[config.mk]
export PLATFORM = sky130hd
export DESIGN_NAME = seg7_scan_driver
export DESIGN_NICKNAME = d
export VERILOG_FILES = /design/src/rtl/seg7_scan_driver.sv
export SDC_FILE = /design/constraint.sdc
export NUM_CORES = 1
export LEC_CHECK = 0
export CORE_MARGIN = 8
export CORE_UTILIZATION = 40
export CTS_BUF_LIST = sky130_fd_sc_hd__clkbuf_16
export DETAILED_ROUTE_END_ITERATION = 8
export PLACE_DENSITY = 0.7
export REMOVE_ABC_BUFFERS = 1
export SLEW_MARGIN = 20
export SYNTH_ARGS = -nofsm -noshare
export SYNTH_HDL_FRONTEND = slang
export SYNTH_SLANG_ARGS = --single-unit
[constraint.sdc]
create_clock -name clk -period 5.3 [get_ports clk]
set_input_delay 1.06 -clock clk [delete_from_list [all_inputs] [get_ports clk]]
set_output_delay 1.06 -clock clk [all_outputs]
set_load 0.01 [all_outputs]
[src/rtl/seg7_scan_driver.sv]
// Multiplexed common-anode 7-segment driver: shadow-captures BCD digits, commits them at frame wrap.
// Outputs registered one cycle behind the scan index; no backpressure, load is accepted every cycle.
module seg7_scan_driver #(
    parameter int NUM_DIGITS     = 4,
    parameter int REFRESH_DIV    = 50000,
    parameter int ACTIVE_LOW_SEG = 1,
    parameter int ACTIVE_LOW_AN  = 1
) (
    input  logic                      clk,
    input  logic                      rst,
    input  logic                      load,
    input  logic [4*NUM_DIGITS-1:0]   digits_in,
    input  logic [NUM_DIGITS-1:0]     dp_in,
    input  logic                      blank_lz,
    output logic [6:0]                seg,
    output logic                      dp,
    output logic [NUM_DIGITS-1:0]     an,
    output logic                      frame_done
);

    localparam int   IDX_W   = $clog2(NUM_DIGITS);
    localparam int   DIV_W   = $clog2(REFRESH_DIV);
    localparam logic SEG_INV = (ACTIVE_LOW_SEG != 0);
    localparam logic AN_INV  = (ACTIVE_LOW_AN != 0);

    localparam logic [6:0]            SEG_OFF = {7{SEG_INV}};
    localparam logic [NUM_DIGITS-1:0] AN_OFF  = {NUM_DIGITS{AN_INV}};

    // Active-high {g,f,e,d,c,b,a}; non-decimal codes show a dash.
    function automatic logic [6:0] seg_decode(input logic [3:0] d);
        logic [6:0] p;
        case (d)
            4'd0:    p = 7'b0111111;
            4'd1:    p = 7'b0000110;
            4'd2:    p = 7'b1011011;
            4'd3:    p = 7'b1001111;
            4'd4:    p = 7'b1100110;
            4'd5:    p = 7'b1101101;
            4'd6:    p = 7'b1111101;
            4'd7:    p = 7'b0000111;
            4'd8:    p = 7'b1111111;
            4'd9:    p = 7'b1101111;
            default: p = 7'b1000000;
        endcase
        return p;
    endfunction

    logic [DIV_W-1:0]        div_q, div_d;
    logic [IDX_W-1:0]        idx_q, idx_d;
    logic [4*NUM_DIGITS-1:0] shadow_q, shadow_d;
    logic [NUM_DIGITS-1:0]   dp_shadow_q, dp_shadow_d;
    logic [4*NUM_DIGITS-1:0] disp_q, disp_d;
    logic [NUM_DIGITS-1:0]   dp_disp_q, dp_disp_d;
    logic                    pending_q, pending_d;
    logic                    frame_done_q, frame_done_d;
    logic [6:0]              seg_q, seg_d;
    logic                    dp_q, dp_d;
    logic [NUM_DIGITS-1:0]   an_q, an_d;

    logic                    slot_end;
    logic                    wrap;
    logic                    lead;
    logic [NUM_DIGITS-1:0]   blank_vec;
    logic [NUM_DIGITS-1:0]   onehot;
    logic [3:0]              cur_dig;
    logic                    cur_blank;
    logic                    cur_dp;

    // Scan divider, frame commit and shadow capture.
    always_comb begin
        slot_end = (div_q == DIV_W'(REFRESH_DIV - 1));
        wrap     = slot_end && (idx_q == IDX_W'(NUM_DIGITS - 1));

        div_d = slot_end ? '0 : div_q + DIV_W'(1);
        idx_d = idx_q;
        if (slot_end) begin
            idx_d = (idx_q == IDX_W'(NUM_DIGITS - 1)) ? '0 : idx_q + IDX_W'(1);
        end

        frame_done_d = wrap;

        // Commit uses the shadow as it stood before this edge, so a load
        // landing on the wrap edge waits for the following frame.
        disp_d    = disp_q;
        dp_disp_d = dp_disp_q;
        pending_d = pending_q;
        if (wrap && pending_q) begin
            disp_d    = shadow_q;
            dp_disp_d = dp_shadow_q;
            pending_d = 1'b0;
        end

        shadow_d    = shadow_q;
        dp_shadow_d = dp_shadow_q;
        if (load) begin
            shadow_d    = digits_in;
            dp_shadow_d = dp_in;
            pending_d   = 1'b1;
        end
    end

    // Leading-zero blanking from the most significant digit down; digit 0 always shows.
    always_comb begin
        lead      = 1'b1;
        blank_vec = '0;
        for (int i = NUM_DIGITS - 1; i >= 1; i--) begin
            lead         = lead & (disp_q[4*i +: 4] == 4'd0);
            blank_vec[i] = blank_lz & lead;
        end
    end

    always_comb begin
        cur_dig   = '0;
        cur_blank = 1'b0;
        cur_dp    = 1'b0;
        onehot    = '0;
        for (int i = 0; i < NUM_DIGITS; i++) begin
            if (idx_q == IDX_W'(i)) begin
                cur_dig   = disp_q[4*i +: 4];
                cur_blank = blank_vec[i];
                cur_dp    = dp_disp_q[i];
                onehot[i] = 1'b1;
            end
        end

        an_d  = onehot ^ AN_OFF;
        seg_d = (cur_blank ? 7'b0000000 : seg_decode(cur_dig)) ^ SEG_OFF;
        dp_d  = (cur_dp & ~cur_blank) ^ SEG_INV;
    end

    always_ff @(posedge clk) begin
        if (rst) begin
            div_q        <= '0;
            idx_q        <= '0;
            shadow_q     <= '0;
            dp_shadow_q  <= '0;
            disp_q       <= '0;
            dp_disp_q    <= '0;
            pending_q    <= 1'b0;
            frame_done_q <= 1'b0;
            seg_q        <= SEG_OFF;
            dp_q         <= SEG_INV;
            an_q         <= AN_OFF;
        end else begin
            div_q        <= div_d;
            idx_q        <= idx_d;
            shadow_q     <= shadow_d;
            dp_shadow_q  <= dp_shadow_d;
            disp_q       <= disp_d;
            dp_disp_q    <= dp_disp_d;
            pending_q    <= pending_d;
            frame_done_q <= frame_done_d;
            seg_q        <= seg_d;
            dp_q         <= dp_d;
            an_q         <= an_d;
        end
    end

    assign seg        = seg_q;
    assign dp         = dp_q;
    assign an         = an_q;
    assign frame_done = frame_done_q;

endmodule

==> flow_summary_export.csv, run 1 <==
group,metric,value,unit
power,leakagePower,1.522,nW
clocking,clk_pin_slew_worst_paths,0.06,ns
placed_design,placed_cells,453,
logic_synthesis,ys_ff_latch,72,
global_routing,track_usage,12.09,%
clocking,cts_tree,"built",
global_routing,grt_pass1_wl,11050,µm
route,drtIter0Drc,84,
logic_synthesis,synth_top_family_by_area,"simple AND/OR/NAND/NOR gates",
timing,whs,0.4581,ns
hold_path,whs_path_depth,1,
timing,max_slew.worst_pin.slew,0.9491,ns
critical_path,worstSetupStartpointType,"register",
critical_path,cp.required,5.49,ns
global_routing,grt_pass1_vias,2354,
route,firstDrtPassIters,4,
final_layout,syn2layout_area_growth,22.31,%
logic_synthesis,synth_fa_ha_area_share,3.922,%
final_layout,nFillCells,720,
logic_synthesis,synth_edf_count,0,
logic_synthesis,synth_top_cell_by_area,"dfxtp_1",
clocking,clock_latency,0.33,ns
floorplanning,row_count,32,
placed_design,portBuffers,36,
route,finalWirelength,6348,µm
run,drv_cap,0,
global_routing,grt_antenna_before_repair,0,
critical_path,endpoint_kind,"register",
placed_design,routabilityCongestion,0.7911,
logic_synthesis,synthMuxAreaShare,8.000,%
placed_design,dp.final_hpwl,4235,µm
timing,setup_tns,0,ns
critical_path,r2r_cells,5,
timing,drv_slew,0,
final_layout,drive_gt1_share,8.992,%
logic_synthesis,yosys.area_share.simple,18.94,%
clocking,cts-htree-levels,3,
timing,post-route-min-period,2.724,ns
final_layout,antenna_cells,0,
floorplanning,ios,37,
floorplanning,fp.dieW,105.3,µm
logic_synthesis,syn_area,3191,µm²
hold_path,hold_path.class,"reg -> reg",
logic_synthesis,synth_ff_type,"dfxtp_1",
clocking,clk_path_buf_depth,2,
route,drc_errors,0,
route,antenna_left,0,
route,num_vias,2348,
logic_synthesis,synth.area.top_cells,"dfxtp_1 45%, mux2i_1 7.5%, nand3_1 4.2%, nor2_1 4.1%, a21oi_1 3.9%",
power,irDropWorstVdd,237.8,µV
final_layout,nets,396,
timing,setup_viol,0,
critical_path,path_max_fanout,25,
critical_path,crit_type,"reg -> reg",
timing,clock_skew,0.005569,ns
logic_synthesis,ys_seq_area_share,45.18,%
clocking,cts_root_buf,"clkbuf_16",
final_layout,instances_no_fill,469,
logic_synthesis,synth_top_area_share,45.18,%
floorplanning,initial_core_util,41.29,%
critical_path,cp.arrival,2.91,ns
floorplanning,dieArea,11090,µm²
timing,slew_headroom,36.53,%
floorplanning,die_h,105.3,µm
outcome,status,"finished clean",
floorplanning,core,7727,µm²
logic_synthesis,synthDistinctLibCells,50,
clocking,cts.sinks,72,
clocking,cts_resized,0,
final_layout,final_util,50.50,%
timing,hold_viol,0,
final_layout,register_area,1441,µm²
logic_synthesis,syn_avg_cell_area,9.412,µm²
critical_path,ff2ff_setup_slack,2.58,ns
route,wl_per_cell,13.54,µm
logic_synthesis,synth_xor_area_share,3.294,%
clocking,hold_buffers,0,
final_layout,multi_input_area,1554,µm²
timing,rsz0062_at_grt,"false",
global_routing,grt_remaining_overflow,0,
global_routing,grt_max_degree,52,
logic_synthesis,synth_compound_area_share,14.55,%
power,p_per_area,344.0,nW/µm²
logic_synthesis,yosysWarnings,0,
timing,clock.fmax,0.3671,GHz
logic_synthesis,synth-async-reset-ratio,0,%
timing,period_share,51.40,%
clocking,post-cts-setup-buffer-count,0,
clocking,cts_made_buffers,9,
logic_synthesis,netlist_instances,339,
route,viasPerCell,5.006,
-- registers in the layout (all words and copies together), names as in the netlist --
name,count
disp_q,16
pending_q,1
dp_shadow_q,4
div_q,16
seg,7
frame_done,1
an,4
idx_q,2
dp,1
shadow_q,16
dp_disp_q,4
-- stage by stage --
| stage | worst slack [ns] | power [mW] | area, µm² |
|---|---|---|---|
| after global routing | 2.253 | 1.389 | 3902 |
| after detailed placement | 2.504 | 0.6340 | 3543 |
| after CTS | 2.577 | 1.353 | 3902 |
| after global placement | 2.554 | 0.6329 | 3543 |
| after floorplan | 3.293 | 0.5961 | 3040 |
| final | 2.576 | 1.342 | 3902 |
-- layout make-up --
class / count / area share (%)
multi-input combinational: 229 / 39.82
inverter: 12 / 1.154
sequential: 72 / 36.93
clock inverter: 7 / 3.431
clock buffer: 9 / 5.771
timing repair buffer: 38 / 9.618
tap: 102 / 3.270
-- kinds of logic after synthesis --
group           count (synthesis)
simple gates                  110
xor+xnor                       12
mux                            25
compound gates                 72
fa+ha+maj                      10
buf+inv                        38
flops                          72
-- cells in the mapped netlist, types with 2 or more instances --
cell       n
buf_2      8
ha_1      10
inv_1     11
and4_1     4
dfxtp_1   72
nor2_1    35
xor2_1     9
a22oi_1    3
mux2i_1   24
a211oi_2   2
a211o_1    2
xnor2_1    3
nand3b_1   4
a211oi_1   3
buf_6      4
a21oi_2    3
and2_1     2
clkbuf_1  10
nand2_1   10
nor3b_1    4
nor2b_1    2
nand3_1   27
nor4_1     2
and4bb_2   2
nand4_1    3
nand2b_1   5
o21ai_0   24
a21oi_1   25
buf_4      3
o21ai_1    2
and3_1     2
-- report_power, final --
part,switching (mW),leakage (nW),internal [mW],total (mW)
sequential,0.00681,0.588,0.556,0.563
clock,0.217,0.177,0.503,0.720
combinational,0.0255,0.757,0.0337,0.0592
-- worst paths after layout --
path / startpoint / endpoint
hold reg to reg: div_q[0] / div_q[0]
setup / recovery: div_q[0] / div_q[3]
hold / removal: div_q[0] / div_q[0]
setup reg to reg: div_q[0] / div_q[3]
-- layout by cell type (no fill, tap or decap), types with 2 or more instances in the layout --
cell             instances
nand3_1                 27
a211oi_1                 3
clkbuf_16                9
xnor2_1                  3
a21oi_1                 25
mux2i_1                 24
nor3b_1                  4
xor2_1                   9
o21ai_0                 24
nand3b_1                 4
inv_1                   11
dfxtp_1                 72
bufinv_16                4
nand4_1                  3
and4_1                   4
buf_4                    2
a211o_1                  2
and4bb_2                 2
nor2b_1                  2
a211oi_2                 2
and2_1                   2
clkinv_2                 2
nor4_1                   2
nand2b_1                 5
nand2_1                 10
clkdlybuf4s50_1         36
nor2_1                  35
a21oi_2                  3
ha_1                    10
and3_1                   2
a22oi_1                  3
o21ai_1                  2
-- layer usage --
metal  track usage, %  wire, µm  share of wire [%]
met5                0         0                  0
met4            4.383        82                1.3
met3            5.298       380                6.0
met2            18.93      2927                 46
met1            14.34      2958                 47
-- critical path, stage by stage, from the launching register on --
cell      delay [ns]
dfxtp_1         0.36
ha_1            0.18
and3_1          0.29
nand4_1         0.78
nand2b_1        0.84
nor2_1          0.12
No activity file was read; power rests on OpenSTA's default activity.
==> run 2, diff against run 1 <==
clock period = 2.6 ns   (was 5.3 ns; I/O delays follow)
==> run 2 against run 1 <==
Worst setup slack got worse by 2.3 ns. Maximum frequency is 18% higher. Via count grew 3.6%. Power rose by 88%. Critical endpoint is now seg[4]. Largest power group unchanged. Highest routed layer unchanged.
==> flow_summary_export.csv, run 2 (synthesis results as in run 1) <==
group,metric,value,unit
critical_path,cp.arrival,2.57,ns
final_layout,syn2layout_area_growth,22.04,%
clocking,cts_made_buffers,9,
placed_design,routabilityCongestion,0.8128,
final_layout,layout_commonest_cell,"dfxtp_1",
final_layout,mostFrequentLayoutCells,"72 x dfxtp_1, 36 x clkdlybuf4s50_1, 35 x nor2_1",
clocking,clk_path_buf_depth,2,
global_routing,grt_remaining_overflow,0,
power,leakagePower,1.536,nW
floorplanning,fp.dieW,105.3,µm
floorplanning,dieArea,11090,µm²
floorplanning,initial_core_util,41.29,%
route,wl_per_cell,13.91,µm
final_layout,nets,402,
clocking,clk_pin_slew_worst_paths,0.05,ns
final_layout,reg_top3,"disp_q (16), div_q (16), shadow_q (16)",
power,p_per_area,649.2,nW/µm²
critical_path,cp.required,2.87,ns
critical_path,path_max_fanout,19,
clocking,post-cts-setup-buffer-count,0,
clocking,cts-htree-levels,3,
critical_path,crit_type,"reg -> reg",
clocking,cts_root_buf,"clkbuf_16",
route,antenna_left,0,
timing,period_share,88.42,%
floorplanning,ios,37,
timing,rsz0062_at_grt,"false",
global_routing,grt_max_degree,31,
floorplanning,core,7727,µm²
route,finalWirelength,6605,µm
power,irDropWorstVdd,463.0,µV
critical_path,worstSetupStartpointType,"register",
global_routing,grt_pass1_vias,2454,
critical_path,endpoint_kind,"register",
route,firstDrtPassIters,4,
timing,clock.fmax,0.4350,GHz
placed_design,dp.final_hpwl,4557,µm
timing,hold_viol,0,
route,num_vias,2432,
clocking,cts_tree,"built",
route,viasPerCell,5.120,
timing,drv_slew,0,
timing,worst_slack,0.3011,ns
final_layout,drive_gt1_share,9.651,%
timing,clock_skew,0.005287,ns
route,drc_errors,0,
global_routing,grt_antenna_before_repair,0,
clocking,clock_latency,0.34,ns
timing,setup_viol,0,
hold_path,hold_path.class,"reg -> reg",
route,drtIter0Drc,134,
clocking,hold_buffers,0,
run,drv_cap,0,
timing,max_slew.worst_pin.slew,0.7041,ns
final_layout,antenna_cells,0,
global_routing,track_usage,12.57,%
timing,setup_tns,0,ns
timing,post-route-min-period,2.299,ns
final_layout,nFillCells,726,
floorplanning,row_count,32,
clocking,cts_resized,0,
timing,slew_headroom,53.06,%
global_routing,grt_pass1_wl,11430,µm
outcome,status,"finished clean",
placed_design,pre_cts_slack,0.3487,ns
clocking,cts.sinks,72,
placed_design,portBuffers,36,
floorplanning,die_h,105.3,µm
[run 2: changes by cell type in the layout (fill, tap and decap cells not counted), sizes merged]
cell / previous run / this run
buf: 2 / 8
inv: 12 / 15
bufinv: 4 / 2
clkinv: 3 / 2
[run 2: final cells by class]
class	instances	area (µm²)	share of cell area [%]
clock buffer	9	225.2	5.784
clock inverter	7	80.08	2.057
inverter	12	45.04	1.157
multi-input combinational	229	1554	39.91
sequential	72	1441	37.02
tap	102	127.6	3.278
timing repair buffer	44	420.4	10.80
[run 2: metal layers]
metal | wire, µm | part of all wire, % | vias up | global-route usage, %
li1 | - | - | 1244 | -
met1 | 3129 | 47 | 1123 | 14.58
met2 | 2957 | 45 | 52 | 19.42
met3 | 361 | 5.5 | 13 | 5.725
met4 | 157 | 2.4 | 0 | 5.708
met5 | 0 | 0 | - | 0
[run 2: critical path: stages, from the launching register on]
cell	delay (ns)
dfxtp_1	0.38
ha_1	0.63
a211oi_1	0.13
a221oi_2	0.44
inv_2	0.13
ha_1	0.22
and4b_1	0.21
a21oi_2	0.09
[run 2: final timing paths]
| check | startpoint | end | slack [ns] | cells after the start |
|---|---|---|---|---|
| max | idx_q[1] | seg[4] | 0.30 | 7 |
| max reg2reg | idx_q[1] | seg[4] | 0.30 | 7 |
| min reg2reg | shadow_q[9] | disp_q[9] | 0.46 | 2 |
| min | shadow_q[9] | disp_q[9] | 0.46 | 2 |
[run 2: metrics by stage]
step	cell area [µm²]	std cells	utilization, %	hold WS (ns)	power (mW)
finish	3894	475	50.39	0.4625	2.528
global route	3894	475	50.39	0.4908	2.628
CTS	3894	475	50.39	0.4676	2.556
detailed placement	3588	459	46.44	0.4575	1.297
global placement	3588	459	46.44	0.4471	1.293
floorplan	3040	313	-	0.4262	1.215
[run 2: power breakdown]
group / switching, mW / internal, mW / leakage (nW)
Clock: 0.432 / 0.823 / 0.161
Combinational: 0.0531 / 0.0709 / 0.787
Sequential: 0.0148 / 1.13 / 0.588
